**config.mk**
```make
export PLATFORM = sky130hd
export DESIGN_NAME = idli_sqi_ctrl
export DESIGN_NICKNAME = d
export VERILOG_FILES = /design/src/rtl/idli_pkg.sv /design/src/rtl/idli_sqi_ctrl.sv
export SDC_FILE = /design/constraint.sdc
export NUM_CORES = 1
export LEC_CHECK = 0
export ABC_CLOCK_PERIOD_IN_PS = 2100
export CAP_MARGIN = 5
export CORE_MARGIN = 10
export CORE_UTILIZATION = 42
export DETAILED_ROUTE_END_ITERATION = 6
export GPL_TIMING_DRIVEN = 0
export PLACE_DENSITY = 0.75
export SLEW_MARGIN = 20
export SYNTH_ARGS = -nofsm -noshare
export SYNTH_HDL_FRONTEND = slang
export SYNTH_SLANG_ARGS = --single-unit
```
**constraint.sdc**
```tcl
create_clock -name i_clk -period 2.1 [get_ports i_clk]
set_clock_uncertainty 0.2 [all_clocks]
set_input_delay 0.21 -clock i_clk [delete_from_list [all_inputs] [get_ports i_clk]]
set_output_delay 0.21 -clock i_clk [all_outputs]
set_load 0.02 [all_outputs]
```
**src/rtl/idli_pkg.sv**
```systemverilog
// Shared types and constants for the idli core; this slice carries the SQI
// memory controller definitions.
package idli_pkg;

    typedef enum logic {
        SQI_MEM_LO = 1'b0,
        SQI_MEM_HI = 1'b1
    } sqi_mem_t;

    typedef logic [3:0] sqi_data_t;

    typedef enum logic [2:0] {
        SQI_IDLE  = 3'd0,
        SQI_CMD   = 3'd1,
        SQI_ADDR  = 3'd2,
        SQI_DUMMY = 3'd3,
        SQI_RDATA = 3'd4,
        SQI_WDATA = 3'd5,
        SQI_GAP   = 3'd6
    } sqi_state_t;

    localparam logic [2:0] SQI_CMD_CYC   = 3'd2;
    localparam logic [2:0] SQI_ADDR_CYC  = 3'd6;
    localparam logic [2:0] SQI_DUMMY_CYC = 3'd2;

    localparam logic [7:0] SQI_CMD_RD = 8'h03;
    localparam logic [7:0] SQI_CMD_WR = 8'h02;

endpackage

```
**src/rtl/idli_sqi_ctrl.sv**
```systemverilog
// Drives two nibble-wide SQI memories in lockstep so that together they look
// like one 16-bit word-addressed memory with sequential streaming.
module idli_sqi_ctrl
    import idli_pkg::*;
(
    input  logic                  i_clk,
    input  logic                  i_rst,
    input  logic                  i_req_vld,
    output logic                  o_req_rdy,
    input  logic                  i_req_wr,
    input  logic [15:0]           i_req_addr,
    input  logic                  i_stop,
    output logic                  o_rd_vld,
    output logic [15:0]           o_rd_word,
    input  logic                  i_wr_vld,
    input  logic [15:0]           i_wr_word,
    output logic                  o_wr_rdy,
    output logic                  o_sqi_cs,
    output logic                  o_sqi_oe,
    output sqi_data_t [1:0]       o_sqi_dout,
    input  sqi_data_t [1:0]       i_sqi_din
);

    sqi_state_t  state_r, state_s;
    logic [2:0]  cnt_r, cnt_s;
    logic [15:0] addr_r;
    logic        wr_r;
    logic [7:0]  rd_even_r;
    logic [7:0]  wr_lo_r;
    logic        rd_vld_r;
    logic [15:0] rd_word_r;
    logic [7:0]  cmd_s;
    logic        wr_take_s;
    sqi_data_t   dout_lo_s, dout_hi_s;

    assign cmd_s     = wr_r ? SQI_CMD_WR : SQI_CMD_RD;
    // A stop at a word boundary must not consume a word that can never finish.
    assign wr_take_s = i_wr_vld && !i_stop;

    // Next-state selection; the cycle counter restarts on every state change.
    always_comb begin
        state_s = state_r;
        cnt_s   = cnt_r + 3'd1;
        case (state_r)
            SQI_IDLE: begin
                if (i_req_vld) state_s = SQI_CMD;
                else           state_s = SQI_IDLE;
            end
            SQI_CMD: begin
                if (i_stop)                              state_s = SQI_GAP;
                else if (cnt_r == SQI_CMD_CYC - 3'd1)    state_s = SQI_ADDR;
                else                                     state_s = SQI_CMD;
            end
            SQI_ADDR: begin
                if (i_stop)                              state_s = SQI_GAP;
                else if (cnt_r != SQI_ADDR_CYC - 3'd1)   state_s = SQI_ADDR;
                else if (wr_r)                           state_s = SQI_WDATA;
                else                                     state_s = SQI_DUMMY;
            end
            SQI_DUMMY: begin
                if (i_stop)                              state_s = SQI_GAP;
                else if (cnt_r == SQI_DUMMY_CYC - 3'd1)  state_s = SQI_RDATA;
                else                                     state_s = SQI_DUMMY;
            end
            SQI_RDATA: begin
                if (i_stop) state_s = SQI_GAP;
                else        state_s = SQI_RDATA;
            end
            SQI_WDATA: begin
                if (i_stop)                         state_s = SQI_GAP;
                else if (!cnt_r[0] && !i_wr_vld)    state_s = SQI_GAP;
                else                                state_s = SQI_WDATA;
            end
            SQI_GAP:  state_s = SQI_IDLE;
            default:  state_s = SQI_IDLE;
        endcase
        if (state_s != state_r) cnt_s = 3'd0;
        else                    cnt_s = cnt_r + 3'd1;
    end

    // State and phase counter registers.
    always_ff @(posedge i_clk) begin
        if (i_rst) begin
            state_r <= SQI_IDLE;
            cnt_r   <= 3'd0;
        end else begin
            state_r <= state_s;
            cnt_r   <= cnt_s;
        end
    end

    // Request capture and the low byte of the word being written.
    always_ff @(posedge i_clk) begin
        if (i_rst) begin
            addr_r  <= 16'h0000;
            wr_r    <= 1'b0;
            wr_lo_r <= 8'h00;
        end else begin
            if (state_r == SQI_IDLE && i_req_vld) begin
                addr_r <= i_req_addr;
                wr_r   <= i_req_wr;
            end
            if (state_r == SQI_WDATA && !cnt_r[0] && wr_take_s) begin
                wr_lo_r <= i_wr_word[7:0];
            end
        end
    end

    // Read nibble assembly: even cycle carries bits 15:8, odd cycle bits 7:0.
    always_ff @(posedge i_clk) begin
        if (i_rst) begin
            rd_even_r <= 8'h00;
            rd_vld_r  <= 1'b0;
            rd_word_r <= 16'h0000;
        end else begin
            rd_vld_r <= 1'b0;
            if (state_r == SQI_RDATA) begin
                if (!cnt_r[0]) begin
                    rd_even_r <= {i_sqi_din[SQI_MEM_HI], i_sqi_din[SQI_MEM_LO]};
                end else begin
                    rd_word_r <= {rd_even_r, i_sqi_din[SQI_MEM_HI], i_sqi_din[SQI_MEM_LO]};
                    rd_vld_r  <= 1'b1;
                end
            end
        end
    end

    // Pin-level decode of the current phase.
    always_comb begin
        o_req_rdy = 1'b0;
        o_sqi_cs  = 1'b0;
        o_sqi_oe  = 1'b0;
        o_wr_rdy  = 1'b0;
        dout_lo_s = 4'h0;
        dout_hi_s = 4'h0;
        case (state_r)
            SQI_IDLE: o_req_rdy = 1'b1;
            SQI_CMD: begin
                o_sqi_cs = 1'b1;
                o_sqi_oe = 1'b1;
                if (cnt_r[0]) dout_lo_s = cmd_s[3:0];
                else          dout_lo_s = cmd_s[7:4];
                dout_hi_s = dout_lo_s;
            end
            SQI_ADDR: begin
                o_sqi_cs = 1'b1;
                o_sqi_oe = 1'b1;
                // Byte address is {8'h00, addr}: the first two nibbles are zero.
                case (cnt_r)
                    3'd2:    dout_lo_s = addr_r[15:12];
                    3'd3:    dout_lo_s = addr_r[11:8];
                    3'd4:    dout_lo_s = addr_r[7:4];
                    3'd5:    dout_lo_s = addr_r[3:0];
                    default: dout_lo_s = 4'h0;
                endcase
                dout_hi_s = dout_lo_s;
            end
            SQI_DUMMY: o_sqi_cs = 1'b1;
            SQI_RDATA: o_sqi_cs = 1'b1;
            SQI_WDATA: begin
                o_sqi_cs = 1'b1;
                o_sqi_oe = 1'b1;
                if (cnt_r[0]) begin
                    dout_lo_s = wr_lo_r[3:0];
                    dout_hi_s = wr_lo_r[7:4];
                end else if (wr_take_s) begin
                    o_wr_rdy  = 1'b1;
                    dout_lo_s = i_wr_word[11:8];
                    dout_hi_s = i_wr_word[15:12];
                end else begin
                    dout_lo_s = 4'h0;
                    dout_hi_s = 4'h0;
                end
            end
            SQI_GAP: o_sqi_cs = 1'b0;
            default: o_sqi_cs = 1'b0;
        endcase
    end

    assign o_sqi_dout = {dout_hi_s, dout_lo_s};
    assign o_rd_vld   = rd_vld_r;
    assign o_rd_word  = rd_word_r;

endmodule

```
==> metrics.txt <==
ant diodes=0; total negative setup slack=-2560 ps; CORE AREA=5920 sq um; period utilization=1.20; GRT Residual Overflow=0; # hold bufs at CTS=0; Tmin final=2510 ps; unrepaired setup endpoints after global routing=true; Post-DP HPWL=5450 um; # rows=28; Sink Count=56; # IOs=75; most frequent cells after synthesis=87 x nand2_1, 56 x dfxtp_1, 43 x a21oi_1; Seq cells post-synth=56; top fanout value on the critical path=5; type of origin of the critical path=flop; Yosys cell types=46; initial DRC count=225; failing checks=setup timing; R2R Path End=cnt_r[1]; min-delay src=i_rst; largest net degree at the start of global routing=19; Avg Cell Area, Syn=8.06 sq um; post-route DRC violation count=0; Layout Area Growth over Synthesis=44.7%; CP arrival=2100 ps; root buffer cell=clkbuf_8; adder-cell share of the synthesized area=0.0245; Starting Density=0.432; CP startpoint=cnt_r[0]; Clock Path Buffers=2; Reg-to-Reg Start=cnt_r[0]; Worst-path clk slew=100 ps; Pleak=1.39 nW; post-synthesis mux area share=0.0313; hold_ws=145 ps; Final WS setup=-411 ps; routed vias/inst=5.17; most frequent cell after synthesis=nand2_1; GRT Total Usage=0.143; IO Port Bufs=73; initial antenna violation count=0; Max Fclk=398 MHz; max_slew headroom=0.628; Hold Crit Class=input port to flop; Worst IR Drop VDD=0.420 mV; # H-tree levels=2; Reg2Reg Setup Slack=150 ps; Synth top area share=0.439; WL/cell=15.1 um; share of cells above drive strength 1=0.174; Die Width=98.0 um; XOR/XNOR share of the synthesized area=0; Slowest-stage cell, CP=a222oi_1; Gate Count Post-Synth=317; post-route cell area=3700 sq um; Netlist Area Pre-Place=2560 sq um; Routed Antenna Nets=0; Cell Count, Final, Fillers Out=484; CTS tree=built; Min-Delay Endpoint=addr_r[11]; die area=9610 sq um; First-pass DRT Iterations=5; via count=2504; first-pass GRT wire length=11800 um; PD cells=746 nW/um^2; GPL Wtd Cong=0.879; main combinational cell family by area after synthesis=simple AND/OR/NAND/NOR gates; vias in the first global route=2363; Worst Path Required=1690 ps; Final setup viols=8; Compound-Gate Fraction of Synth Area=0.191; worst-margin pin slew=555 ps; sequential cell area fraction in the yosys report=0.439; critical-path cell list=buf_6, ha_4, ha_4, a222oi_1, nor3_2, a221o_1, buf_2; placed cell area=3380 sq um; routed wire length=7320 um; Max-Cap Viols=0; Max Slew Vio Count=0; Syn. warnings=0; FFs w/ async S/R, synth=0; area leader, netlist=dfxtp_1; Hold Vio Cnt, Final=0; WHS Path Cells=2; status=finished, violations left; number of enable flip-flop cells after synthesis=0; placed instance count=465; CP Class=flop to output pin; Primary FF master, synth=dfxtp_1; Post-Synth Simple-Gate Area=0.259; TritonCTS Buffers=5; crit-path max cell delay=410 ps; Final #Nets=459; total nets after synthesis=368; Crit path top cell by count=ha_4; Skew-Pair Late Insertion Delay=310 ps; CP Capture Type=output pin; R2R cell count=5; chip height=98.0 um; largest cells by area after synthesis=dfxtp_1 44%, nand2_1 13%, a21oi_1 8.4%
worst max path at each step:
stage / to / slack, ps
global placement: o_sqi_dout[3] / -720
finish: o_sqi_dout[7] / -410
floorplan: o_sqi_dout[2] / 30
CTS: o_sqi_dout[6] / -410
detailed placement: o_sqi_dout[7] / -760
global route: o_sqi_dout[2] / -500
per-layer routing:
layer	up-vias	GRT usage	wire, um
met5	-	0	0
met4	0	0.0414	47
met3	6	0.0317	441
met2	73	0.231	3420
met1	1150	0.185	3410
li1	1275	-	-
kinds of logic (layout without fill, tap and decap cells):
logic type      after synthesis  after routing
fa+ha+maj                     5              5
simple gates                142            142
flops                        56             56
buf+inv                      30            122
compound gates               76             76
mux                           8              8
worst max-delay path: cells and delay by family, from the launching register on:
family	cells	cell delay [ps]
flops	1	390
compound gates	2	680
simple gates	1	120
fa+ha+maj	2	320
buf+inv	2	280
report_power, final:
part           internal [mW]  switching [mW]  total, mW
registers               1.15          0.0661       1.22
logic                  0.434           0.509      0.943
clock network          0.240           0.360      0.599
total                   1.83           0.935       2.76
timing repair:
item,in CTS,in global routing
buffers inserted,6,6
cloned,0,0
resized for setup,78,18
endpoints found under the setup margin,12,9
endpoints found under the hold margin,0,0
pin swaps,11,13
sequential cells by signal, indices dropped and copies added, names as in the netlist:
name / flops
wr_r: 1
o_rd_word: 16
o_rd_vld: 1
state_r: 3
cnt_r: 3
rd_even_r: 8
addr_r: 16
wr_lo_r: 8
metrics by stage:
step	utilization	setup WS [ps]	power, mW
global placement	0.571	-722	2.03
detailed placement	0.571	-763	2.04
CTS	0.612	-407	2.71
floorplan	-	33.3	1.74
global route	0.625	-500	2.90
finish	0.625	-411	2.76
cell usage in the layout (no fill, tap or decap), drive strengths merged, types with 2 or more instances in the layout:
cell,Yosys,final
ha,5,5
or2,2,2
a21oi,43,43
a32oi,2,2
a31oi,2,2
a22o,2,2
inv,6,7
clkbuf,13,17
and3,2,2
nand2,87,87
clkinv,0,2
clkdlybuf4s50,0,61
nand2b,2,2
a221oi,2,2
o211ai,3,3
a221o,4,4
dfxtp,56,56
a22oi,5,5
a222oi,2,2
dlygate4sd2,0,2
nor3b,3,3
nor2,14,14
mux2i,8,8
nor2b,4,4
nor3,10,10
nand3,10,10
buf,11,32
layout make-up:
class                           count  area [sq um]
Buffer                             23           133
Clock buffer                        5          68.8
Clock inverter                      3          22.5
Fill cell                         529          2220
Inverter                            6          30.0
Multi-Input combinational cell    231          1400
Sequential cell                    56          1130
Tap cell                           75          93.8
Timing Repair Buffer               85           822
Note: power is estimated with default switching activity, not from simulation.
==> variant 1 (same settings) <==
The 7 states of `sqi_state_t` get a Gray code encoding in 3 bits.
--- a/src/rtl/idli_pkg.sv
+++ b/src/rtl/idli_pkg.sv
@@ -10,13 +10,13 @@
     typedef logic [3:0] sqi_data_t;
 
     typedef enum logic [2:0] {
-        SQI_IDLE  = 3'd0,
-        SQI_CMD   = 3'd1,
-        SQI_ADDR  = 3'd2,
-        SQI_DUMMY = 3'd3,
-        SQI_RDATA = 3'd4,
-        SQI_WDATA = 3'd5,
-        SQI_GAP   = 3'd6
+        SQI_IDLE  = 3'b000,
+        SQI_CMD   = 3'b001,
+        SQI_ADDR  = 3'b011,
+        SQI_DUMMY = 3'b010,
+        SQI_RDATA = 3'b110,
+        SQI_WDATA = 3'b111,
+        SQI_GAP   = 3'b101
     } sqi_state_t;
 
     localparam logic [2:0] SQI_CMD_CYC   = 3'd2;
Formal check against the unedited RTL: no difference found for any inputs over 10 cycles, from zero or initial values and one cycle with i_rst high; not proved beyond that.
==> variant 1 against the original RTL <==
- the flow still finishes with violations (negative setup slack)
- synthesized area fell by 3.6%
- critical endpoint is now o_sqi_dout[6]
- critical path depth did not move
- final area fell by 2.6%
- count of clock-buffer cells in the layout did not move
- routed wire length barely moved
- synthesized cell count fell by 2.8%
- core utilization rose by 1.7 points
- setup slack got worse by 9.5 ps
- sequential cell count did not move
- maximum frequency fell by 0.38%
Power is not compared: it rests on default switching activity, and its combinational part moved more than twofold at a synthesized area within 25%.
==> variant 1: results (changes against the original RTL) <==
TIMING.CRITICAL_PATH.FANOUT_MAX=6  # +1
TRITONCTS.NUM_BUFFERS=5  # unchanged
CLK_TRANSITION_REPORTED_PATHS_PS=110
POSTSYNTH.ASYNCRESETSHARE=0  # unchanged
POST_SYNTH_INST_COUNT=308  # -2.8%
LAYOUT-DRIVE-GT1-SHARE=0.167  # -0.00693
SYNTH.DISTINCT_CELLS=37  # -20%
FILLERS=524  # -0.95%
GLOBAL_ROUTE_WIRE_LENGTH_BEFORE_REPAIR_MM=11.7  # -1.0%
POSTLAYOUTSETUPSLACKWORST_PS=-421  # -9.51 ps
NUM_ANTENNA_CELLS=0  # unchanged
DETAIL_ROUTE.WL_PER_CELL_UM=15.4  # +2.2%
PLACEMENT.SETUP.WORST_SLACK_PS=-752  # +10.7 ps
HALF_PERIMETER_WIRE_LENGTH_AFTER_PLACEMENT_MM=5.38  # -1.2%
POSTSYNTH.TOPFLOPCELL='dfxtp_1'
WHS_PATH_DEPTH=3  # +1
SYNTH_TOP_CELLS_BY_COUNT='nand2_1 (87), dfxtp_1 (56), a21oi_1 (41), nor2_1 (21), nand3_1 (13)'
FAILED_CHECKS='negative setup slack'
CRITPATHARRIVALTIME_PS=2110
DETAIL_ROUTE.ITER0.VIOLATIONS=195  # -13%
SEQ_AREA_FRAC_SYNTH=0.455  # +0.0165
MAX_SLEW_MARGIN=0.646  # +0.0178
HOLD_PATH.CLASS='in2reg'
VIA_COUNT=2460  # -1.8%
CLOCK_INSERTION_DELAY_WORST_SKEW_PS=320
TIMING.FINAL.SETUP_VIOLATIONS=9  # +1
CTS_ROOT_BUF='clkbuf_8'
POWER.INTERNAL_mW=1.53
DRTPASS1ITERATIONS=4  # -1
FIRST_GLOBAL_VIAS=2482  # +5.0%
LARGEST_NET_DEGREE_AT_THE_START_OF_GLOBAL_ROUTING=20  # +1
DRT-VIAS-PER-INSTANCE=5.19  # +0.32%
FINAL_NET_COUNT=452  # -1.5%
REG2REGPATHDEPTH=9  # +4
TRACK_USAGE=0.157  # +0.0143
SYNTHESIZED_NET_COUNT=359  # -2.4%
GLOBALPLACE.CONGESTION=0.907  # +3.1%
SYNTH_AREA_LEADERS='dfxtp_1 (46%), nand2_1 (13%), a21oi_1 (8.3%)'
RUN_STATUS='finished with violations'
NUMPORTBUFFERS=72  # -1.4%
## variant 1: cell types whose count changed in the layout (fill, tap and decap cells not counted), moves of 4 or more
cell	before	now
nand3_2	6	1
nand3_1	4	12
a22oi_1	5	1
nor2_1	14	19
## variant 1: routing by layer
metal	vias to the layer above	part of all wire	routed length (um)	global-route usage
met5	-	0	0	0
met4	0	0.019	140	0.0593
met3	10	0.078	572	0.0470
met2	84	0.46	3370	0.256
met1	1121	0.44	3240	0.192
li1	1245	-	-	-
## variant 1: area by class of cell
type                            count  area (um2)  share of cell area
Inverter                            6        25.0             0.00695
Tap cell                           72        90.1              0.0250
Clock inverter                      3        26.3             0.00729
Timing Repair Buffer               87         852               0.237
Multi-Input combinational cell    227        1320               0.365
Sequential cell                    56        1130               0.313
Buffer                             18        95.1              0.0264
Clock buffer                        5        68.8              0.0191
## variant 1: worst max-delay path: stages (launching register included)
cell	delay [ps]
dfxtp_4	420
inv_4	50
ha_4	160
a22o_1	200
a222oi_1	410
nor3_2	110
a221o_1	300
buf_6	140
## variant 1: final timing paths
check / startpoint / end / slack [ps]
max: cnt_r[0] / o_sqi_dout[6] / -420
min: i_stop / state_r[0] / 40
min reg2reg: rd_even_r[1] / o_rd_word[9] / 260
max reg2reg: cnt_r[0] / wr_lo_r[3] / 70
## variant 1: cell families after synthesis
group | Yosys count | share of synthesized area
compound gates | 71 | 0.185
xor+xnor | 1 | 0.00356
fa+ha+maj | 5 | 0.0254
buf+inv | 25 | 0.0462
flops | 56 | 0.455
mux | 8 | 0.0325
simple gates | 142 | 0.252
## variant 1: what timing repair did
action	in CTS	in global routing
resized for setup	80	10
gates cloned	0	0
setup endpoints to repair	15	9
setup buffers	13	2
pin swaps	9	11
## variant 1: per-stage QoR
step | setup TNS [ps] | instance area, um2
floorplan | 0 | 2460
global placement | -5990 | 3270
detailed placement | -6330 | 3270
CTS | -2020 | 3550
global route | -3670 | 3600
finish | -2720 | 3600
## variant 1: power by group through the flow
| stage | combinational (mW) | sequential (mW) | clock, mW |
|---|---|---|---|
| finish | 0.367 | 1.12 | 0.626 |
| global route | 0.404 | 1.13 | 0.680 |
| CTS | 0.357 | 1.12 | 0.636 |
| detailed placement | 0.319 | 1.14 | 0 |
| global placement | 0.315 | 1.14 | 0 |
| floorplan | 0.172 | 1.14 | 0 |
==> variant 2 (same settings) <==
Made on the original files. Reset style: asynchronous (`i_rst`), changed in 3 clocked blocks.
--- a/src/rtl/idli_sqi_ctrl.sv
+++ b/src/rtl/idli_sqi_ctrl.sv
@@ -79,7 +79,7 @@
     end
 
     // State and phase counter registers.
-    always_ff @(posedge i_clk) begin
+    always_ff @(posedge i_clk or posedge i_rst) begin
         if (i_rst) begin
             state_r <= SQI_IDLE;
             cnt_r   <= 3'd0;
@@ -90,7 +90,7 @@
     end
 
     // Request capture and the low byte of the word being written.
-    always_ff @(posedge i_clk) begin
+    always_ff @(posedge i_clk or posedge i_rst) begin
         if (i_rst) begin
             addr_r  <= 16'h0000;
             wr_r    <= 1'b0;
@@ -107,7 +107,7 @@
     end
 
     // Read nibble assembly: even cycle carries bits 15:8, odd cycle bits 7:0.
-    always_ff @(posedge i_clk) begin
+    always_ff @(posedge i_clk or posedge i_rst) begin
         if (i_rst) begin
             rd_even_r <= 8'h00;
             rd_vld_r  <= 1'b0;
Behaviour: differs if i_rst is asserted again (counterexample within 4 cycles, from zero or initial values and one cycle with i_rst high); with i_rst held inactive, the same outputs for 10 cycles.
==> variant 2 against the original RTL <==
- the flow still finishes with violations (negative setup slack)
- routed wire length is 9.6% lower
- sequential cell count stayed put
- synthesized area is 4.7% higher
- final area is 3.5% higher
- critical path type unchanged
- sequential share of layout area is 6.1 points higher
- worst hold slack worse by 2.0 ps
- highest routed layer unchanged
- largest cell class is now flip-flops and latches
- via count is 20% lower
- setup slack hardly changed
- critical endpoint is now o_sqi_dout[2]
- non-clock buffer count is 18 lower
Power is not compared: it rests on default switching activity, and its combinational part moved more than twofold at a synthesized area within 25%.
==> variant 2: results (changes against the original RTL) <==
CTS_ROOT_BUF='clkbuf_8'
GLOBALPLACE.CONGESTION=0.905  # +2.9%
DRTPASS1ITERATIONS=4  # -1
WORST_R2R_STARTPOINT='cnt_r[0]'
REG2REGPATHDEPTH=6  # +1
TRACK_USAGE=0.132  # -0.0114
NUMPORTBUFFERS=74  # +1.4%
PLACEMENT.SETUP.WORST_SLACK_PS=-917  # -154 ps
TIMING.FINAL.SETUP_VIOLATIONS=8  # unchanged
FINAL_NET_COUNT=341  # -26%
DRT-VIAS-PER-INSTANCE=5.43  # +4.9%
HOLD_PATH.CLASS='in2async'
REG2REG_SETUP_SLACK_PS=110  # -40 ps
GLOBAL_ROUTE_WIRE_LENGTH_BEFORE_REPAIR_MM=10.9  # -8.1%
POSTSYNTH.TOPFLOPCELL='dfrtp_1'
LAYOUT-DRIVE-GT1-SHARE=0.405  # +0.232
H-TREE-DEPTH=2  # unchanged
HALF_PERIMETER_WIRE_LENGTH_AFTER_PLACEMENT_MM=4.97  # -8.8%
SEQ_AREA_FRAC_SYNTH=0.523  # +0.0848
SYNTH_AREA_LEADERS='dfrtp_1 (52%), mux2_2 (20%), ha_1 (2.3%)'
TIMING.CRITICAL_PATH.FANOUT_MAX=4  # -1
SYNTHESIZED_NET_COUNT=253  # -31%
MAX_SLEW_MARGIN=0.546  # -0.0822
POSTLAYOUTSETUPSLACKWORST_PS=-411  # +0.296 ps
TOTAL_NEGATIVE_SLACK_PS=-3060  # -500 ps
LARGEST_NET_DEGREE_AT_THE_START_OF_GLOBAL_ROUTING=57  # +38
REG2REG_TO='cnt_r[2]'
RUN_STATUS='finished with violations'
FAILED_CHECKS='negative setup slack'
TOTAL_WIRELENGTH_OF_THE_DETAILED_ROUTED_DESIGN_MM=6.61  # -9.6%
-- variant 2: cell count changes in the layout (fill, tap and decap cells not counted), sizes merged, moves of 7 or more --
cell,change
nand2,-83
dfxtp,-56
clkbuf,-8
buf,-9
nor3,-7
mux2i,-8
nor2,-9
dfrtp,+56
mux2,+49
a21oi,-40
-- variant 2: per-stage QoR --
step,std cells,hold slack [ps]
after global routing,368,210
after CTS,368,176
final,368,143
after floorplan,202,145
after global placement,353,274
after detailed placement,353,282
-- variant 2: cell families after synthesis --
kind of cell    after synthesis  share of synthesized area
fa+ha+maj                     5                     0.0234
mux                          49                      0.206
compound gates               37                      0.112
flops                        56                      0.523
buf+inv                      16                     0.0332
simple gates                 39                      0.102
-- variant 2: critical path, cell delays in order, from the launching register on --
cell      delay (ps)
dfrtp_2          440
inv_2             70
ha_4             160
or3b_4           380
a21oi_4          230
a211oi_4          70
a221o_1          290
buf_6            140
-- variant 2: what timing repair did --
action / in CTS / in global routing
resized for setup: 81 / 15
setup buffers: 8 / 0
pin swaps: 13 / 4
setup endpoints to repair: 22 / 15
-- variant 2: worst max path at each step --
stage,from,endpoint,slack (ps),cells past startpoint
floorplan,cnt_r[0],o_sqi_dout[2],-40,6
global placement,i_rst,cnt_r[0],-900,2
detailed placement,i_stop,o_sqi_dout[1],-920,7
CTS,cnt_r[0],o_sqi_dout[2],-440,7
global route,cnt_r[0],o_sqi_dout[6],-480,7
finish,cnt_r[0],o_sqi_dout[2],-410,7
-- variant 2: where the power goes --
| group | switching [mW] | internal [mW] | total (mW) | leakage (nW) |
|---|---|---|---|---|
| Combinational | 1.24 | 1.32 | 2.56 | 0.848 |
| Sequential | 0.309 | 1.62 | 1.93 | 0.674 |
| Clock | 0.367 | 0.243 | 0.610 | 0.0423 |
| Total | 1.91 | 3.18 | 5.10 | 1.56 |
-- variant 2: cell type report --
type / count / area (um2)
Clock buffer: 5 / 68.8
Clock inverter: 3 / 26.3
Multi-Input combinational cell: 130 / 1340
Tap cell: 77 / 96.3
Timing Repair Buffer: 82 / 796
Fill cell: 534 / 2450
Sequential cell: 56 / 1410
Inverter: 7 / 28.8
Buffer: 8 / 66.3
-- variant 2: metal layers --
layer  vias to the layer above  track usage  wire (um)
met3                        12       0.0577        561
met1                       984        0.157       2750
li1                        941            -          -
met4                         0       0.0397        120
met5                         -            0          0
met2                        61        0.210       3190
